### src/rtl/texture_scheduler.sv
// Playlist-driven texture scheduler for a persistence-of-vision rotor.
// Sequences texture ROM selects per revolution count; texture changes land only on frame_sync.
module texture_scheduler #(
  parameter int unsigned NUM_TEX  = 2,
  parameter int unsigned PL_DEPTH = 8,
  parameter int unsigned REV_BITS = 8
) (
  input  logic                clk,
  input  logic                reset,
  input  logic                rev_pulse,
  input  logic                frame_sync,
  input  logic                btn_step,
  input  logic                cfg_we,
  input  logic [3:0]          cfg_addr,
  input  logic [15:0]         cfg_wdata,
  output logic [3:0]          texture_idx,
  output logic [2:0]          entry_idx,
  output logic [1:0]          state,
  output logic [REV_BITS-1:0] revs_left
);

  localparam int unsigned TEX_W = 4;
  localparam int unsigned CNT_W = 8;
  localparam int unsigned IDX_W = 3;

  typedef enum logic [1:0] {
    ST_MANUAL = 2'd0,
    ST_LOAD   = 2'd1,
    ST_PLAY   = 2'd2,
    ST_DONE   = 2'd3
  } state_t;

  state_t              state_q;
  state_t              state_d;
  logic [IDX_W-1:0]    entry_d;
  logic [REV_BITS-1:0] revs_d;
  logic [TEX_W-1:0]    pend_q;
  logic [TEX_W-1:0]    pend_d;
  logic                advance;
  logic [TEX_W-1:0]    cur_tex;
  logic [CNT_W-1:0]    cur_cnt;

  logic [TEX_W-1:0]    pl_tex [PL_DEPTH];
  logic [CNT_W-1:0]    pl_cnt [PL_DEPTH];
  logic                play_en;
  logic [IDX_W-1:0]    last_entry;
  logic                loop_en;
  logic [TEX_W-1:0]    manual_tex;
  logic [TEX_W-1:0]    manual_inc;

  logic                unused_wdata;
  assign unused_wdata = ^cfg_wdata[15:12];

  assign state = state_q;

  // Out-of-range texture selects fall back to ROM 0 rather than addressing a missing ROM.
  function automatic logic [TEX_W-1:0] map_tex(input logic [TEX_W-1:0] t);
    return (32'(t) < NUM_TEX) ? t : TEX_W'(0);
  endfunction

  assign manual_inc = (32'(manual_tex) + 32'd1 >= NUM_TEX) ? TEX_W'(0) : manual_tex + TEX_W'(1);

  // Configuration registers; a cfg write to the manual register wins over a button step.
  always_ff @(posedge clk) begin
    if (reset) begin
      for (int unsigned i = 0; i < PL_DEPTH; i++) begin
        pl_tex[IDX_W'(i)] <= TEX_W'(0);
        pl_cnt[IDX_W'(i)] <= CNT_W'(1);
      end
      play_en    <= 1'b0;
      last_entry <= IDX_W'(0);
      loop_en    <= 1'b0;
      manual_tex <= TEX_W'(0);
    end else begin
      if (cfg_we && !cfg_addr[3] && (32'(cfg_addr[2:0]) < PL_DEPTH)) begin
        pl_tex[cfg_addr[2:0]] <= cfg_wdata[3:0];
        pl_cnt[cfg_addr[2:0]] <= cfg_wdata[11:4];
      end
      if (cfg_we && (cfg_addr == 4'd8)) begin
        play_en    <= cfg_wdata[0];
        last_entry <= cfg_wdata[3:1];
        loop_en    <= cfg_wdata[4];
      end
      if (cfg_we && (cfg_addr == 4'd9)) begin
        manual_tex <= cfg_wdata[3:0];
      end else if (btn_step && (state_q == ST_MANUAL)) begin
        manual_tex <= manual_inc;
      end
    end
  end

  // Next-state and datapath updates; all reads use register values held before this edge.
  always_comb begin
    state_d = state_q;
    entry_d = entry_idx;
    revs_d  = revs_left;
    pend_d  = pend_q;
    advance = 1'b0;
    cur_tex = pl_tex[entry_idx];
    cur_cnt = pl_cnt[entry_idx];

    case (state_q)
      ST_MANUAL: begin
        pend_d = map_tex(manual_tex);
        if (play_en) begin
          state_d = ST_LOAD;
          entry_d = IDX_W'(0);
        end
      end
      ST_LOAD: begin
        pend_d  = map_tex(cur_tex);
        revs_d  = (cur_cnt == CNT_W'(0)) ? REV_BITS'(1) : REV_BITS'(cur_cnt);
        state_d = ST_PLAY;
      end
      ST_PLAY: begin
        advance = btn_step || (rev_pulse && (revs_left == REV_BITS'(1)));
        if (rev_pulse && (revs_left != REV_BITS'(0))) begin
          revs_d = revs_left - REV_BITS'(1);
        end
        if (advance) begin
          if (entry_idx < last_entry) begin
            entry_d = entry_idx + IDX_W'(1);
            state_d = ST_LOAD;
          end else if (loop_en) begin
            entry_d = IDX_W'(0);
            state_d = ST_LOAD;
          end else begin
            state_d = ST_DONE;
          end
        end
      end
      ST_DONE: begin
        if (btn_step) begin
          state_d = ST_LOAD;
          entry_d = IDX_W'(0);
        end
      end
      default: begin
        state_d = ST_MANUAL;
      end
    endcase

    // Clearing play_en aborts any playback regardless of what else happens this cycle.
    if ((state_q != ST_MANUAL) && !play_en) begin
      state_d = ST_MANUAL;
      entry_d = IDX_W'(0);
      revs_d  = REV_BITS'(0);
    end
  end

  // FSM and output registers; texture_idx only moves on frame_sync to avoid tearing.
  always_ff @(posedge clk) begin
    if (reset) begin
      state_q     <= ST_MANUAL;
      entry_idx   <= IDX_W'(0);
      revs_left   <= REV_BITS'(0);
      pend_q      <= TEX_W'(0);
      texture_idx <= TEX_W'(0);
    end else begin
      state_q   <= state_d;
      entry_idx <= entry_d;
      revs_left <= revs_d;
      pend_q    <= pend_d;
      if (frame_sync) begin
        texture_idx <= pend_q;
      end
    end
  end

endmodule
### config.mk
export PLATFORM = sky130hd
export DESIGN_NAME = texture_scheduler
export DESIGN_NICKNAME = d
export VERILOG_FILES = /design/src/rtl/texture_scheduler.sv
export SDC_FILE = /design/constraint.sdc
export NUM_CORES = 1
export LEC_CHECK = 0
export CORE_AREA = 8 8 109 111
export CTS_BUF_LIST = sky130_fd_sc_hd__clkbuf_8
export CTS_CLUSTER_DIAMETER = 120
export DETAILED_ROUTE_END_ITERATION = 7
export DIE_AREA = 0 0 117 119
export PLACE_DENSITY_LB_ADDON = 0.1
export SYNTH_ARGS = -nofsm -noshare
export SYNTH_HDL_FRONTEND = slang
export SYNTH_SLANG_ARGS = --single-unit
export TNS_END_PERCENT = 5
### constraint.sdc
create_clock -name clk -period 3.2 [get_ports clk]
set_clock_uncertainty 0.15 [all_clocks]
set_input_delay 0.48 -clock clk [delete_from_list [all_inputs] [get_ports clk]]
set_output_delay 0.48 -clock clk [all_outputs]
set_load 0.02 [all_outputs]
==> impl_results.md <==
* Outcome: completed
* Sum Neg Setup Slack at 0 ns
* CTS tree: built
* Fraction of layout cells with a size suffix above 1 at approximately 14%
* Critical Path Fanout Max at 7
* Worst EP required at 3.40 ns
* Detail Placement HPWL at ~9.0 mm
* Die ar. at around 14000 um2
* Gr ovfl total at 0
* Pre-antenna DRT Iters at 4
* FF+latch count, synth at 129
* Worst Path Arrival at 2.85 ns
* Int Pwr at about 0.0026 W
* Routability Congestion at 0.8361
* Die H at approximately 120 um
* Combinational power share at slightly below 10%
* FF/Latch Area at ~3500 um2
* Slew @ Worst Pin at roughly 0.62 ns
* Io pins at 43
* Final WL at between 10 and 15 mm
* Fmax at ~380 MHz
* Cell count of the worst hold path at 1
* Simple-Gate Fraction of Synth Area at between 20% and 30%
* Compound-Gate Fraction of Synth Area at 6.242%
* Pin count of the biggest net entering global routing at 27
* Worst Hold Launch: pend_q[2]
* Worst reg-to-reg setup slack at between 0.5 and 0.6 ns
* Clock Sink Count at roughly 130
* Clk Latency, worst-skew pair at approximately 0.44 ns
* Synth-to-layout area growth at 14.82%
* Mapped Avg Cell Area at between 10 and 15 um2
* Final hold vios at 0
* Via count at slightly below 4000
* DR iter-0 viols at between 200 and 250
* First-pass GRT wire length at roughly 21 mm
* Die X at approximately 120 um
* Sequential power share at roughly 56%
* Cell Rows at 37
* DR DRC count at 0
* Initial core utilization at around three fifths
* Reg2Reg Depth at 6
* Post-route antenna net violation count at 0
* Root buf cell: clkbuf_8
* Worst Hold End: pend_q[2]
* Worst hold path class: flop to flop
* Switching Fraction at between 20% and 30%
* Number of flops mapped to enable cells by yosys at 96
* Netlist cell types at between 40 and 50
* H-tree depth at 4
* Startpoint class of the critical path: flop
* Synthesized cell area at 6053 um2
* Final setup vio count at 0
* CP endpoint kind: flop
* Max-Cap Viols at 0
* DR vias/cell at just under 6
* Post-synthesis mux area share at 9.715%
* CTS buffer count at 17
* ANT cells at 0
* Lkg Pwr at 2.394 nW
* Core area at between 10000 and 15000 um2
* Initial antenna violation count at 0
* Total GRT Usage at between 20% and 30%
* Setup WS post-layout at approximately 0.55 ns
* Setup Buffers After CTS at 0
* Seq/Total Area, Yosys at roughly three fifths
* Clock power share at around a third
* RSZ-0062 raised after global routing: no
* Post-Place Setup Slack at around 0.4 ns
* YS warnings at 0
* Vias in the first global route at roughly 4000
* Mapped Nets at roughly 530
* Psw at between 0.0008 and 0.0009 W
* Worst Path Class, Setup: flop to flop
* Max IR drop VDD at ~0.32 mV
* Port buffer count at 38
* Fraction of registers with async set/reset at 0%
* Final Critical Period at 2.646 ns
* Final count of pins violating max slew at 0
* Fraction of the mapped netlist area in adder cells at ~2.7%
* Fillers at around 790
* Nets at ~570
* Gate Count Post-Synth at a little under 500
* End of the worst register-to-register path: revs_left[0]
* Area of the multi-input gates at between 2000 and 2500 um2
* Cell Pwr Density at between 500 and 600 nW/um2
* Final Cycle Share at 82.69%
* Clk slew on worst S/H paths at 0.07 ns
* CTS Buffer Depth at 2
* Wire per inst at approximately 19 um
* Slew headroom at 58.06%
* Synth Flop Type: edfxtp_1
* # hold bufs at CTS at 0
* PostCTS Resize Cnt at 0
* XOR/XNOR Fraction of Synth Area at less than 1%
* Largest family of logic cells by synthesized area: simple AND/OR/NAND/NOR gates
## worst max-delay path by stage
stage | startpoint | end | cells past startpoint
after floorplan | state[1] | flop | 8
after global placement | reset | flop | 6
after detailed placement | reset | entry_idx[2] | 6
after CTS | flop | revs_left[0] | 6
after global routing | flop | revs_left[0] | 6
final | flop | revs_left[0] | 6
## layer usage
layer  track usage (%)  wire, um
met5                 0         0
met4             10.17       326
met3             4.497       511
met2             33.67      6703
met1             24.39      5394
## stage by stage
step / utilization [%] / hold WS, ns / area (um2) / total power [W] / cells
finish: 68.87 / 0.3232 / 6950 / 0.003479 / 684
global route: 68.87 / 0.3522 / 6950 / 0.003606 / 684
CTS: 68.87 / 0.3263 / 6950 / 0.003500 / 684
detailed placement: 65.53 / 0.3044 / 6614 / 0.002312 / 652
global placement: 65.53 / 0.2943 / 6614 / 0.002295 / 652
floorplan: - / 0.2795 / 6053 / 0.002159 / 487
## worst max-delay path, cell delays in order (launching register included)
cell and delay, ns:
dfxtp_1 0.56, mux4_2 0.58, mux2_2 0.32, a2111o_1 0.36, nor4_2 0.18, nand4_1 0.15
a311oi_1 0.27
## cell type report
class                   count  area share [%]
clock buffers              17           3.366
clock inverters            15           1.476
inverters                  14          0.7561
multi-input cells         321           33.99
flip-flops and latches    129           50.98
well taps                 136           2.448
repair buffers             52           6.985
## cells in the final DEF (no fill, tap or decap), types with 12 or more instances in the layout
| cell type | netlist | layout |
|---|---|---|
| clkbuf_8 | 0 | 17 |
| inv_1 | 14 | 15 |
| nor3_1 | 12 | 12 |
| nand2_1 | 24 | 24 |
| buf_4 | 0 | 14 |
| ha_1 | 13 | 13 |
| a21oi_1 | 12 | 12 |
| and2_1 | 91 | 91 |
| nor2_1 | 36 | 36 |
| mux4_2 | 18 | 18 |
| mux2i_1 | 16 | 16 |
| clkdlybuf4s50_1 | 0 | 38 |
| edfxtp_1 | 96 | 96 |
| dfxtp_1 | 33 | 33 |
## sequential cells by signal, indices dropped and copies added, names as in the netlist, named ones only
register,flops
loop_en,1
entry_idx,3
pl_tex,32
texture_idx,4
revs_left,8
last_entry,3
manual_tex,4
play_en,1
state,2
pend_q,4
pl_cnt,64
## synthesized netlist by cell type (all sizes together) (2+ instances only)
cell type,n,area (um2)
ha,13,162.7
o41ai,2,17.52
o311ai,4,35.03
a211oi,3,22.52
edfxtp,96,2883
nand4,3,18.77
nand3,7,35.03
nor3,12,60.06
buf,3,20.01
mux2,2,22.52
a21o,3,22.52
nor4b,9,78.83
a31oi,4,25.02
o32ai,3,26.28
nand2,24,90.09
nor4,6,43.79
nand2b,8,50.05
or2,9,56.30
dfxtp,33,660.6
a31o,3,26.28
and2,91,569.3
mux4,18,405.4
inv,14,52.55
o21ai,6,30.03
clkbuf,20,75.07
nor2,36,135.1
nor3b,3,22.52
a21oi,12,60.06
mux2i,16,160.2
o22ai,3,18.77
or3,6,37.54
## kinds of logic after synthesis
kind of cell | after synthesis
simple gates | 218
compound gates | 53
xor+xnor | 1
buf+inv | 37
flops | 129
mux | 36
fa+ha+maj | 13
## power by group through the flow
stage / sequential (W) / combinational [W] / clock (W)
final: 0.00193 / 0.000345 / 0.00120
after global placement: 0.00196 / 0.000334 / 0
after global routing: 0.00194 / 0.000378 / 0.00129
after floorplan: 0.00197 / 0.000192 / 0
after CTS: 0.00193 / 0.000348 / 0.00122
after detailed placement: 0.00197 / 0.000345 / 0
Note: power is estimated with default switching activity, not from simulation.
